===== config.mk =====
export PLATFORM = sky130hd
export DESIGN_NAME = reg_scoreboard
export DESIGN_NICKNAME = d
export VERILOG_FILES = /design/src/rtl/reg_scoreboard_pkg.sv /design/src/rtl/onehot_decoder.sv /design/src/rtl/reg_scoreboard.sv
export SDC_FILE = /design/constraint.sdc
export NUM_CORES = 1
export LEC_CHECK = 0
export CORE_UTILIZATION = 27
export DETAILED_ROUTE_END_ITERATION = 16
export GPL_TIMING_DRIVEN = 1
export HOLD_SLACK_MARGIN = 0.12
export PLACE_DENSITY = 0.47
export SYNTH_ARGS = -nofsm -noshare
export SYNTH_HDL_FRONTEND = slang
export SYNTH_SLANG_ARGS = --single-unit

===== constraint.sdc =====
create_clock -name clk -period 18.4 [get_ports clk]
set_input_delay 3.68 -clock clk [delete_from_list [all_inputs] [get_ports clk]]
set_output_delay 3.68 -clock clk [all_outputs]
set_load 0.01 [all_outputs]

===== src/rtl/reg_scoreboard_pkg.sv =====
// Shared definitions for the pending-write scoreboard: address width default,
// register count derivation and the population-count helper.
package reg_scoreboard_pkg;

    localparam int unsigned ADDR_W_DEFAULT = 5;
    // Widest register file the popcount helper supports (ADDR_W up to 8).
    localparam int unsigned MAX_REGS = 256;

    function automatic int unsigned nregs(input int unsigned addr_w);
        return 32'd1 << addr_w;
    endfunction

    function automatic int unsigned popcount(input logic [MAX_REGS-1:0] v);
        int unsigned n;
        n = 0;
        for (int i = 0; i < MAX_REGS; i++) begin
            n += 32'(v[i]);
        end
        return n;
    endfunction

endpackage


===== src/rtl/onehot_decoder.sv =====
// Generate-based one-hot address decoder with enable; all-zero output when disabled.
module onehot_decoder #(
    parameter int unsigned ADDR_W = 5
) (
    input  logic                   en,
    input  logic [ADDR_W-1:0]      a,
    output logic [2**ADDR_W-1:0]   out
);

    for (genvar i = 0; i < 2**ADDR_W; i++) begin : g_bit
        assign out[i] = en & (a == ADDR_W'(i));
    end

endmodule


===== src/rtl/reg_scoreboard.sv =====
// Per-register pending-write scoreboard: busy bits set at issue, cleared at
// writeback, with RAW/WAW issue stall and a sticky spurious-writeback flag.
module reg_scoreboard
    import reg_scoreboard_pkg::*;
#(
    parameter int unsigned ADDR_W         = ADDR_W_DEFAULT,
    parameter bit          ZERO_HARDWIRED = 1'b1,
    localparam int unsigned NREGS         = nregs(ADDR_W),
    localparam int unsigned CNT_W         = ADDR_W + 1
) (
    input  logic              clk,
    input  logic              rst_n,
    input  logic              issue_valid,
    input  logic              issue_wr,
    input  logic [ADDR_W-1:0] issue_dst,
    input  logic [ADDR_W-1:0] issue_rs,
    input  logic [ADDR_W-1:0] issue_rt,
    input  logic              issue_use_rs,
    input  logic              issue_use_rt,
    input  logic              wb_valid,
    input  logic [ADDR_W-1:0] wb_dst,
    output logic              stall,
    output logic [NREGS-1:0]  busy_vec,
    output logic [CNT_W-1:0]  num_busy,
    output logic              wb_err
);

    // Clears bit 0 of the decoded vectors when register 0 is hardwired.
    localparam logic [NREGS-1:0] KEEP_MASK = ~NREGS'(ZERO_HARDWIRED);

    logic [NREGS-1:0] wb_dec, iss_dec;
    logic [NREGS-1:0] wb_hot, iss_hot, eff;
    logic [NREGS-1:0] busy_d, busy_q;
    logic [CNT_W-1:0] num_busy_d, num_busy_q;
    logic             wb_err_d, wb_err_q;
    logic             iss_en;
    logic             wb_zero;

    onehot_decoder #(
        .ADDR_W (ADDR_W)
    ) u_wb_dec (
        .en  (wb_valid),
        .a   (wb_dst),
        .out (wb_dec)
    );

    onehot_decoder #(
        .ADDR_W (ADDR_W)
    ) u_iss_dec (
        .en  (iss_en),
        .a   (issue_dst),
        .out (iss_dec)
    );

    // Same-cycle writeback releases the register before the hazard check.
    always_comb begin
        wb_hot = wb_dec & KEEP_MASK;
        eff    = busy_q & ~wb_hot;
        stall  = issue_valid & ((issue_use_rs & eff[issue_rs]) |
                                (issue_use_rt & eff[issue_rt]) |
                                (issue_wr     & eff[issue_dst]));
    end

    assign iss_en  = issue_valid & issue_wr & ~stall;
    assign iss_hot = iss_dec & KEEP_MASK;
    assign wb_zero = ZERO_HARDWIRED && (wb_dst == '0);

    // Set after clear so a same-cycle issue to the retiring register wins.
    always_comb begin
        busy_d     = (busy_q & ~wb_hot) | iss_hot;
        num_busy_d = CNT_W'(popcount(MAX_REGS'(busy_d)));
        wb_err_d   = wb_err_q | (wb_valid & ~busy_q[wb_dst] & ~wb_zero);
    end

    always_ff @(posedge clk) begin
        if (!rst_n) begin
            busy_q     <= '0;
            num_busy_q <= '0;
            wb_err_q   <= 1'b0;
        end else begin
            busy_q     <= busy_d;
            num_busy_q <= num_busy_d;
            wb_err_q   <= wb_err_d;
        end
    end

    assign busy_vec = busy_q;
    assign num_busy = num_busy_q;
    assign wb_err   = wb_err_q;

endmodule


==> impl_results.md, run 1 <==
- Remaining global-route overflow: 0
- Total CTS buffers: 5
- Gp weighted congestion: 0.945
- DR pass1 iterations: 5
- Initial antenna violation count: 0
- RSZ-0062 raised after global routing: no
- Top cell type's share of synthesized area: 0.181
- CP endpoint kind: register
- Hpwl dp: 13400 um
- Max-Cap Viols: 0
- Pwr Total: 262 uW
- Clock sink count: 38
- GRT Total Usage: 0.228
- Synth area leaders: dfxtp_1 (18%), fa_1 (11%), mux4_2 (6.4%), mux2i_1 (4.5%), nand2_1 (3.9%)
- Register area share after synthesis: 0.181
- First-pass GRT wire length: 27400 um
- WS Path Type: in2reg
- Worst Skew: 0.00721 ns
- Rel. slew slack: 0.274
- Hold Path Class: reg2reg
- Vias in the first global route: 4290
- CTS tree: built
- Arr. time, crit path: 12.58 ns
- Most common cell in the netlist: nand2_1
- Final Cycle Share: 0.675
- Synth Flop Type: dfxtp_1
- Outcome: complete, no violations
- Yosys top cell by area: dfxtp_1
- Synth cell types: 73
- Post-Synthesis Cell Area: 0.00421 mm^2
- Max frequency: 0.0805 GHz
- # setup viols final: 0
- Post-synth net total: 543
- Synth warn: 0
- Startpoint Class: primary input
- Worst Path Required: 18.56 ns
- CTS HTree Levels: 2
- Worst slew pin tran: 1.08 ns
- Setup WS pre-CTS: 5.75 ns
- DRC violations left: 0
- Avg Cell Area, Syn: 8.67 um^2
- Max Slew Vio Count: 0
- DR iter-0 viols: 557
- Min cycle time layout: 12.42 ns
- Asr flop ratio synth: 0
- Final ANT Viol Nets: 0
- Mapped Cells: 486
- Root Buffer: clkbuf_16
- CTS clock-pin slew for the worst setup and hold paths: 0.07 ns
- Die ar.: 0.0161 mm^2
- Port buffer count: 65
- WL final: 18300 um
- Most common library cells after synthesis: nand2_1 (44), dfxtp_1 (38), nor2_1 (27)
- Final WS setup: 5.98 ns
- Die Span X: 127 um
- Die Height: 127 um
- P per Cell Area: 51.0 mW/mm^2
- Final hold violation count: 0
- Multi-input gate area: 0.00316 mm^2
- Largest net degree at the start of global routing: 35
- Peak VDD IR: 0.0000329 V
- Hold-fix buffers, CTS: 0
- NumNets Final: 579
- Postcts setup bufs: 0
- Fillers: 1587
- Core ar.: 0.0152 mm^2
- Ports: 67
- Layout cell share with drive strength beyond 1: 0.113
- Lkg Pwr: 1.83 nW
- Initial Utilization: 0.277
- Setup TNS: 0 ns
- Diode count: 0
- Site Rows: 45
- Register area: 761 um^2
- Number of flops mapped to enable cells by yosys: 0
- #FFs+latches synth: 38
- Layout area overhead: 21.8%
- Clock buffer depth: 2
- Clk_lat worst skew: 0.29 ns
- CP max FO: 27
- Post-DR vias/cell: 6.19
- Wirelength per Cell: 25.7 um
- Via Count: 4402
- Post_cts resized: 0
==> area by class of cell <==
type | count | share of cell area
Clock inverter | 2 | 0.0117
Timing Repair Buffer | 71 | 0.136
Sequential cell | 38 | 0.148
Tap cell | 188 | 0.0458
Clock buffer | 6 | 0.0271
Multi-Input combinational cell | 384 | 0.616
Inverter | 22 | 0.0161
==> stage by stage <==
stage | area, um^2 | hold WS, ns | std cells | utilization
after detailed placement | 4930 | 0.471 | 703 | 0.325
after CTS | 5130 | 0.490 | 711 | 0.338
after floorplan | 4210 | 0.504 | 486 | -
after global placement | 4930 | 0.464 | 703 | 0.325
final | 5130 | 0.484 | 711 | 0.338
after global routing | 5130 | 0.520 | 711 | 0.338
==> routing by layer <==
layer  up-vias  part of all wire  global-route usage
li1       1899                 -                   -
met1      2151              0.43               0.320
met2       309              0.44               0.340
met3        43             0.093              0.0477
met4         0             0.036              0.0882
met5         -                 0                   0
==> logic make-up (layout without fill, tap and decap cells) <==
group,Yosys count,after routing,synth area share
fa+ha+maj,30,30,0.130
compound gates,141,141,0.265
simple gates,171,171,0.221
other cells,1,1,0.000890
flops,38,38,0.181
buf+inv,64,101,0.0698
xor+xnor,5,5,0.0104
mux,36,36,0.123
==> critical path, cell delays in order <==
cell,delay [ns]
clkdlybuf4s50_1,1.09
nand2_1,0.31
o21ai_0,0.92
o22ai_1,0.13
a211oi_1,0.26
a41oi_1,0.23
nor3_2,0.24
nand3_2,0.53
o41a_1,0.57
fa_1,0.51
inv_1,0.05
fa_1,0.52
fa_1,0.44
fa_1,0.51
fa_1,0.54
inv_1,0.05
fa_1,0.49
inv_1,0.05
fa_1,0.45
fa_1,0.41
a21o_1,0.19
a21oi_1,0.17
xor2_1,0.15
nor2_1,0.05
==> sequential cells by signal, indices dropped and copies added, names as in the netlist <==
| name | flops |
|---|---|
| wb_err | 1 |
| busy_vec | 31 |
| num_busy | 6 |
==> power by group <==
group / switching (mW) / internal (mW)
combinational: 0.0378 / 0.0206
clock: 0.0373 / 0.0815
sequential: 0.00106 / 0.0834
==> cells in the final DEF (no fill, tap or decap), drive strengths merged, types with 5 or more instances in the layout <==
cell	count
clkdlybuf4s50	65
nand2	44
dfxtp	38
o21ai	37
nor2	27
fa	23
inv	21
nand3	20
mux2i	19
o32ai	18
nor3	17
o22ai	16
mux4	12
nand2b	11
a21oi	11
o31ai	10
nor2b	9
o31a	8
ha	7
buf	6
clkbuf	6
nor3b	5
mux2	5
or2	5
and2	5
o41ai	5
==> final timing paths <==
check / startpoint / endpoint / slack (ns) / cells after the start
setup / recovery: wb_dst[0] / num_busy[4] / 5.98 / 24
hold / removal: wb_err / wb_err / 0.48 / 2
setup reg to reg: busy_vec[23] / num_busy[4] / 10.79 / 23
hold reg to reg: wb_err / wb_err / 0.48 / 2
No activity file was read; power rests on OpenSTA's default activity.
==> run 2: changes to the inputs <==
--- a/config.mk
+++ b/config.mk
@@ -9,7 +9,7 @@
 export DETAILED_ROUTE_END_ITERATION = 16
 export GPL_TIMING_DRIVEN = 1
 export HOLD_SLACK_MARGIN = 0.12
-export PLACE_DENSITY = 0.47
+export PLACE_DENSITY = 0.49
 export SYNTH_ARGS = -nofsm -noshare
 export SYNTH_HDL_FRONTEND = slang
 export SYNTH_SLANG_ARGS = --single-unit
==> constraint.sdc (replaced) <==
create_clock -name clk -period 10.8 [get_ports clk]
set_input_delay 2.16 -clock clk [delete_from_list [all_inputs] [get_ports clk]]
set_output_delay 2.16 -clock clk [all_outputs]
set_load 0.01 [all_outputs]
==> impl_results.md, run 2 (same netlist as run 1, synthesis figures left out) <==
- Total CTS buffers: 5
- Core ar.: 0.0152 mm^2
- Clock buffer depth: 2
- CP dominant cell by count: fa_1
- Initial antenna violation count: 0
- Hpwl dp: 13500 um
- Worst Path Required: 10.96 ns
- Die ar.: 0.0161 mm^2
- RSZ-0062 raised after global routing: no
- Slowest-stage cell, CP: clkdlybuf4s50_1
- Wirelength per Cell: 24.0 um
- Crit path launch: wb_dst[3]
- Final hold violation count: 0
- Arr. time, crit path: 10.40 ns
- Clk_lat worst skew: 0.29 ns
- Min cycle time layout: 10.24 ns
- Crit path cell chain: clkdlybuf4s50_1 > nand4b_1 > o21ai_0 > o22ai_1 > a211oi_1 > a41oi_1 > nor2_1 > nand3_4 > o31a_1 > fa_1 > inv_1 > fa_1 > fa_1 > fa_1 > fa_1 > inv_1 > fa_1 > inv_1 > fa_1 > fa_1 > a21o_1 > a21oi_1 > xor2_1 > nor2_1
- Max Slew Vio Count: 0
- Diode count: 0
- Fillers: 1585
- Final Cycle Share: 0.948
- Util after Layout: 0.346
- Lkg Pwr: 1.91 nW
- CTS tree: built
- Reg-to-reg startpoint: busy_vec[5]
- Die Height: 127 um
- Postcts setup bufs: 0
- Final Instance Area: 0.00527 mm^2
- Ports: 67
- # setup viols final: 0
- Hold Startpoint: wb_err
- CP endpoint kind: register
- CTS HTree Levels: 2
- WS Path Type: in2reg
- DR iter-0 viols: 484
- CP top delay family: adder cells
- Layout area overhead: 24.9%
- Largest register FFs: 31
- CTS clock-pin slew for the worst setup and hold paths: 0.06 ns
- Worst Skew: 0.00634 ns
- Critical path buffers and inverters: 4
- Setup TNS: 0 ns
- WL final: 17600 um
- Root Buffer: clkbuf_16
- Hold-fix buffers, CTS: 0
- Commonest non-fill, non-tap cell in the layout: clkdlybuf4s50_1
- Max-Cap Viols: 0
- Rel. slew slack: 0.338
- Hold Path Class: reg2reg
- Placed cell area: 0.00511 mm^2
- DRC violations left: 0
- Outcome: complete, no violations
- Post_cts resized: 0
- Final ANT Viol Nets: 0
- Post-DR vias/cell: 5.98
- Port buffer count: 65
- P per Cell Area: 76.0 mW/mm^2
- Startpoint Class: primary input
- CP max FO: 18
- Initial Utilization: 0.277
- Peak VDD IR: 0.0000724 V
- Remaining global-route overflow: 0
- Clock sink count: 38
- Largest net degree at the start of global routing: 35
- DR pass1 iterations: 5
- Worst slew pin tran: 0.990 ns
- Vias in the first global route: 4312
- Site Rows: 45
- NumNets Final: 603
- Max stage delay on crit path: 0.84 ns
- Pwr Total: 400 uW
- First-pass GRT wire length: 26900 um
- Max frequency: 0.0976 GHz
- Die Span X: 127 um
- Most frequent cells in the layout: clkdlybuf4s50_1 (65), nand2_1 (44), dfxtp_1 (38), buf_4 (30), nor2_1 (27)
- Via Count: 4395
- GRT Total Usage: 0.223
- Gp weighted congestion: 0.945
- Layout cell share with drive strength beyond 1: 0.152
[run 2: layout make-up]
type | instances | area (um^2) | share of cell area
inverters | 22 | 82.6 | 0.0157
clock inverters | 2 | 12.5 | 0.00238
flip-flops and latches | 38 | 761 | 0.144
clock buffers | 6 | 139 | 0.0264
repair buffers | 95 | 876 | 0.166
well taps | 188 | 235 | 0.0447
multi-input cells | 384 | 3160 | 0.600
[run 2: through the flow]
| stage | setup slack, ns | cells | hold WS, ns |
|---|---|---|---|
| after floorplan | 1.92 | 486 | 0.504 |
| after CTS | 0.606 | 735 | 0.485 |
| after detailed placement | 0.298 | 727 | 0.470 |
| after global routing | 0.0271 | 735 | 0.581 |
| final | 0.558 | 735 | 0.479 |
| after global placement | 0.431 | 727 | 0.475 |
[run 2: worst paths after layout]
kind                            cells after the start          end  slack, ns
worst max-delay path                               24  num_busy[4]       0.56
worst min-delay path                                2       wb_err       0.48
worst max register to register                     24  num_busy[4]       3.56
worst min register to register                      2       wb_err       0.48
[run 2: power by group]
part	leakage, nW	internal [mW]	switching, mW
Combinational	1.53	0.0373	0.0640
Clock	0.0729	0.0916	0.0636
Sequential	0.307	0.142	0.00155
Total	1.91	0.271	0.129
[run 2: per-layer routing]
metal / global-route usage / vias to the layer above / routed length [um]
met5: 0 / - / 0
met4: 0.0882 / 0 / 635
met3: 0.0553 / 49 / 1640
met2: 0.334 / 233 / 7610
met1: 0.307 / 2166 / 7740
li1: - / 1947 / -
[run 2: tightest hold or removal path, cell delays in order (launching register included)]
cell     delay [ns]
dfxtp_1        0.33
a21oi_1        0.05
nor2_1         0.07
